<file path="src/rtl/can_rx_crc_check.sv">
// Receive-side CAN CRC checker: strips stuff bits, recomputes the 16-bit CRC over the payload,
// captures the received CRC field and reports ok / crc error / stuff error with a one-cycle done pulse.
module can_rx_crc_check #(
  parameter int          DATA_BITS = 48,
  parameter logic [15:0] CRC_INIT  = 16'hFFFF,
  parameter bit          STUFF_EN  = 1'b1
) (
  input  logic        clock,
  input  logic        reset,
  input  logic        start,
  input  logic        bit_valid,
  input  logic        data,
  output logic        busy,
  output logic        done,
  output logic        crc_ok,
  output logic        crc_err,
  output logic        stuff_err,
  output logic [15:0] rx_crc,
  output logic [15:0] calc_crc
);

  localparam int CNT_W_RAW = $clog2(DATA_BITS + 1);
  localparam int CNT_W     = (CNT_W_RAW < 5) ? 5 : CNT_W_RAW;
  localparam logic [CNT_W-1:0] CNT_DATA = CNT_W'(DATA_BITS);
  localparam logic [CNT_W-1:0] CNT_CRC  = CNT_W'(16);
  localparam logic [CNT_W-1:0] CNT_ONE  = CNT_W'(1);

  typedef enum logic [1:0] {
    ST_IDLE = 2'd0,
    ST_DATA = 2'd1,
    ST_CRC  = 2'd2
  } state_t;

  state_t             state_q, state_d;
  logic [15:0]        r_q, r_d;
  logic [15:0]        rx_crc_q, rx_crc_d;
  logic [CNT_W-1:0]   bit_cnt_q, bit_cnt_d;
  logic [2:0]         run_len_q, run_len_d;
  logic               last_bit_q, last_bit_d;
  logic               done_q, done_d;
  logic               crc_ok_q, crc_ok_d;
  logic               crc_err_q, crc_err_d;
  logic               stuff_err_q, stuff_err_d;
  logic               is_stuff;
  logic [15:0]        rx_crc_shift;

  // Bit-serial update; must stay bit-identical to the transmitter's generator.
  function automatic logic [15:0] crc_step(input logic [15:0] r, input logic d);
    logic fb;
    fb = r[15] ^ d;
    return {r[14] ^ d, r[13:2], r[1] ^ fb, r[0], fb};
  endfunction

  assign is_stuff     = STUFF_EN && (run_len_q == 3'd5);
  assign rx_crc_shift = {rx_crc_q[14:0], data};

  always_comb begin
    state_d     = state_q;
    r_d         = r_q;
    rx_crc_d    = rx_crc_q;
    bit_cnt_d   = bit_cnt_q;
    run_len_d   = run_len_q;
    last_bit_d  = last_bit_q;
    done_d      = 1'b0;
    crc_ok_d    = crc_ok_q;
    crc_err_d   = crc_err_q;
    stuff_err_d = stuff_err_q;

    unique case (state_q)
      ST_IDLE: begin
        if (start) begin
          r_d         = CRC_INIT;
          rx_crc_d    = 16'h0000;
          bit_cnt_d   = CNT_DATA;
          run_len_d   = 3'd0;
          crc_ok_d    = 1'b0;
          crc_err_d   = 1'b0;
          stuff_err_d = 1'b0;
          state_d     = ST_DATA;
        end
      end

      ST_DATA, ST_CRC: begin
        if (bit_valid) begin
          if (is_stuff) begin
            // A sixth equal bit where a complement was required aborts the frame.
            if (data == last_bit_q) begin
              stuff_err_d = 1'b1;
              crc_ok_d    = 1'b0;
              crc_err_d   = 1'b0;
              done_d      = 1'b1;
              state_d     = ST_IDLE;
            end else begin
              last_bit_d = data;
              run_len_d  = 3'd1;
            end
          end else begin
            run_len_d  = ((run_len_q != 3'd0) && (data == last_bit_q)) ? run_len_q + 3'd1 : 3'd1;
            last_bit_d = data;
            if (state_q == ST_DATA) begin
              r_d = crc_step(r_q, data);
              if (bit_cnt_q == CNT_ONE) begin
                bit_cnt_d = CNT_CRC;
                state_d   = ST_CRC;
              end else begin
                bit_cnt_d = bit_cnt_q - CNT_ONE;
              end
            end else begin
              rx_crc_d  = rx_crc_shift;
              bit_cnt_d = bit_cnt_q - CNT_ONE;
              if (bit_cnt_q == CNT_ONE) begin
                crc_ok_d  = (rx_crc_shift == r_q);
                crc_err_d = (rx_crc_shift != r_q);
                done_d    = 1'b1;
                state_d   = ST_IDLE;
              end
            end
          end
        end
      end

      default: state_d = ST_IDLE;
    endcase
  end

  always_ff @(posedge clock) begin
    if (reset) begin
      state_q     <= ST_IDLE;
      r_q         <= CRC_INIT;
      rx_crc_q    <= 16'h0000;
      bit_cnt_q   <= '0;
      run_len_q   <= 3'd0;
      last_bit_q  <= 1'b0;
      done_q      <= 1'b0;
      crc_ok_q    <= 1'b0;
      crc_err_q   <= 1'b0;
      stuff_err_q <= 1'b0;
    end else begin
      state_q     <= state_d;
      r_q         <= r_d;
      rx_crc_q    <= rx_crc_d;
      bit_cnt_q   <= bit_cnt_d;
      run_len_q   <= run_len_d;
      last_bit_q  <= last_bit_d;
      done_q      <= done_d;
      crc_ok_q    <= crc_ok_d;
      crc_err_q   <= crc_err_d;
      stuff_err_q <= stuff_err_d;
    end
  end

  assign busy      = (state_q != ST_IDLE);
  assign done      = done_q;
  assign crc_ok    = crc_ok_q;
  assign crc_err   = crc_err_q;
  assign stuff_err = stuff_err_q;
  assign rx_crc    = rx_crc_q;
  assign calc_crc  = r_q;

endmodule

</file>
<file path="config.mk">
export PLATFORM = sky130hd
export DESIGN_NAME = can_rx_crc_check
export DESIGN_NICKNAME = d
export VERILOG_FILES = /design/src/rtl/can_rx_crc_check.sv
export SDC_FILE = /design/constraint.sdc
export NUM_CORES = 1
export LEC_CHECK = 0
export CAP_MARGIN = 30
export CORE_AREA = 4 4 52 101
export CTS_CLUSTER_DIAMETER = 100
export DETAILED_ROUTE_END_ITERATION = 8
export DIE_AREA = 0 0 56 105
export PLACE_DENSITY = 0.78
export SYNTH_ARGS = -nofsm -noshare
export SYNTH_HDL_FRONTEND = slang
export SYNTH_SLANG_ARGS = --single-unit
</file>
<file path="constraint.sdc">
create_clock -name clock -period 2.6 [get_ports clock]
set_clock_uncertainty 0.1 [all_clocks]
set_input_delay 0.39 -clock clock [delete_from_list [all_inputs] [get_ports clock]]
set_output_delay 0.39 -clock clock [all_outputs]
set_load 0.01 [all_outputs]
</file>
==> impl_metrics.toml <==
[timing]
clock.fmax_mhz = 436
setup_viol = 0
hold_viol_final = 0
rsz0062_at_grt = "false"
timing.hold.ws_ns = 0.382
fin_crit_sh_pct = 88.3
worstMarginPinSlew_ns = 0.506
period_needed_ns = 2.30
setup_tns_ns = 0
slew_violations = 0
fin_ws_ns = 0.305
slew-limit-headroom_pct = 66.0

[synth]
synthTopCellsByArea = "dfxtp_1 42%, nor2_1 7.7%, xor2_1 7.6%, a22oi_1 5.2%, o21ai_0 5.0%"
synth-seq-area-share_pct = 41.9
ys.flop_type = "dfxtp_1"
yosys.area_share.simple_pct = 22.2
async_reset_ff_share_pct = 0
ys_types = 38
yosys_warnings = 0
synth_seq_cells = 48
synth_edf_count = 0
syn_area_per_cell_um2 = 8.34
synth_top_family_by_area = "simple AND/OR/NAND/NOR gates"
synth_cells = 275
synth_nets = 289
synth_commonest_cells = "48 x dfxtp_1, 47 x nor2_1, 23 x o21ai_0"
synthXorXnorAreaFrac_pct = 7.64
synth_most_common_cell = "dfxtp_1"
synth_top_area_share_pct = 41.9
syn-cell-area_um2 = 2290
synth_compound_area_share_pct = 18.1
synth_top_cell_by_area = "dfxtp_1"
synthAdderAreaFrac_pct = 4.91
synth_mux_area_share_pct = 0.928

[global_route]
antenna_found_initial = 0
grt_max_degree = 33
grt_overflow = 0
grt_pass1_vias = 2229
grt_util_all_layers_pct = 21.8
grt_pass1_wl_um = 10300

[pwr]
ir_drop_v = 0.000533
powerDensity_nw_per_um2 = 677
leakagePower_uw = 0.00102

[run_status]
outcome = "complete, no violations"

[floorplanning]
die_h_um = 105
row_count = 35
initial_utilization_pct = 50.3
core_um2 = 4550
ioPinCount = 42
die_w_um = 56
die_area_um2 = 5880

[route]
wl_per_cell_um = 16.3
viasPerCell = 5.74
drt_iter0_drc = 53
ant_nets = 0
first_pass_iters = 4
wl_um = 6110
vias = 2152
drc = 0

[min_path]
hp-class = "register to register"

[final_layout]
regArea_um2 = 961
multi_input_area_um2 = 1230
drive_above_1_share_pct = 5.94
fillCellCount = 412
design_area_um2 = 2870
num_antenna_cells = 0
nets = 333
areaGrowthSynthToFinish_pct = 25.4

[clock_tree]
cts_made_buffers = 5
hold_buffers = 0
cts_tree = "yes"
cts_root_buf = "clkbuf_8"
clock_latency_ns = 0.29
cts.path.max_buffers = 2
cts_resized = 0
cts_sinks = 48
htree_levels = 2
cts.clk_slew.worst_paths_ns = 0.08
cts_setup_buffers = 0

[placed_design]
place_worst_setup_slack_ns = 0.292
globalplace.congestion = 0.810
port_buffers = 41
dpl.hpwl_um = 4530
dpl-instance-area_um2 = 2780

[critical_path]
critPathTopFamily = "compound AO/OA/AOI/OAI gates"
path_max_fanout = 16
cp-start-kind = "register"
crit_top_cell = "inv_1"
cp_num_buf_inv = 3
crit_path_max_incr_delay_ns = 0.42
arrival_ns = 2.38
crit_type = "register to register"
crit_path_end_kind = "register"
critPathRequiredTime_ns = 2.68
cp_cell_sequence = "inv_1 -> ha_1 -> inv_1 -> o21ai_0 -> a21o_1 -> buf_4 -> a21oi_1 -> or2_2"
slowest_stage = "dfxtp_1"

[job]
maxCapViolations = 0
[state kept, by name, indices dropped and copies added (netlist names)]
register,cells
calc_crc,16
done,1
crc_ok,1
bit_cnt_q,6
last_bit_q,1
run_len_q,3
state_q,2
rx_crc,16
crc_err,1
stuff_err,1
[layer usage]
metal / vias to the layer above / part of all wire (%) / track usage (%)
met4: 0 / 3.5 / 11.4
met3: 16 / 4.2 / 3.83
met1: 1001 / 38 / 23.5
met2: 79 / 54 / 39.1
li1: 1056 / - / -
met5: - / 0 / 0
[where the power goes]
| part | leakage [uW] | internal (uW) | total (uW) | switching, uW |
|---|---|---|---|---|
| registers | 0.000389 | 774 | 821 | 47.0 |
| clock network | 0.0000455 | 217 | 454 | 237 |
| logic | 0.000585 | 241 | 669 | 428 |
[final timing paths]
check | startpoint | end | slack (ns) | depth (start not counted)
min | run_len_q[1]$_SDFFE_PP0P_ | run_len_q[1]$_SDFFE_PP0P_ | 0.38 | 2
max reg2reg | state_q[0]$_SDFFE_PP0P_ | calc_crc[0]$_SDFFE_PP1P_ | 0.30 | 8
max | state_q[0]$_SDFFE_PP0P_ | calc_crc[0]$_SDFFE_PP1P_ | 0.30 | 8
min reg2reg | run_len_q[1]$_SDFFE_PP0P_ | run_len_q[1]$_SDFFE_PP0P_ | 0.38 | 2
[per-stage QoR]
step | instances | power [uW] | util, %
finish | 375 | 1940 | 63.1
global route | 375 | 2060 | 63.1
CTS | 375 | 1950 | 63.1
detailed placement | 367 | 1500 | 61.1
global placement | 367 | 1490 | 61.1
floorplan | 275 | 1300 | -
[cell usage in the layout, fill, tap and decap left out, types with 2 or more instances in the layout]
cell type and count:
buf_4 9, and2_1 3, o311ai_0 2, a21oi_1 12, nor3_1 18, a22oi_1 16
nor4_1 5, clkbuf_1 2, o21ai_0 23, nor2_1 47, clkdlybuf4s50_1 41, a31oi_1 5
nor4b_1 2, ha_1 9, o21a_1 2, nand2_1 10, dfxtp_1 48, inv_1 12
nand4_1 3, xor2_1 20, a21o_1 2, clkbuf_8 6, nand3_1 7
[area by class of cell]
class,instances,share of cell area [%]
well taps,55,2.39
repair buffers,50,16.6
flip-flops and latches,48,33.4
clock buffers,8,3.13
inverters,12,1.57
multi-input cells,202,42.8
[logic make-up (layout without fill, tap and decap cells)]
kind of cell | count (synthesis) | in the layout
adders and majority gates | 9 | 9
xor gates and xnor gates | 20 | 20
muxes | 2 | 2
buffers and inverters | 25 | 70
and+or+nand+nor | 104 | 104
AOI/OAI and AO/OA | 67 | 67
DFF | 48 | 48
[worst reg2reg max path, stage by stage (launching register included)]
cell and delay, ns:
dfxtp_1 0.42, inv_1 0.09, ha_1 0.38, inv_1 0.13
o21ai_0 0.38, a21o_1 0.14, buf_4 0.20, a21oi_1 0.08
or2_2 0.27
Power figures use the tool's default switching activity.
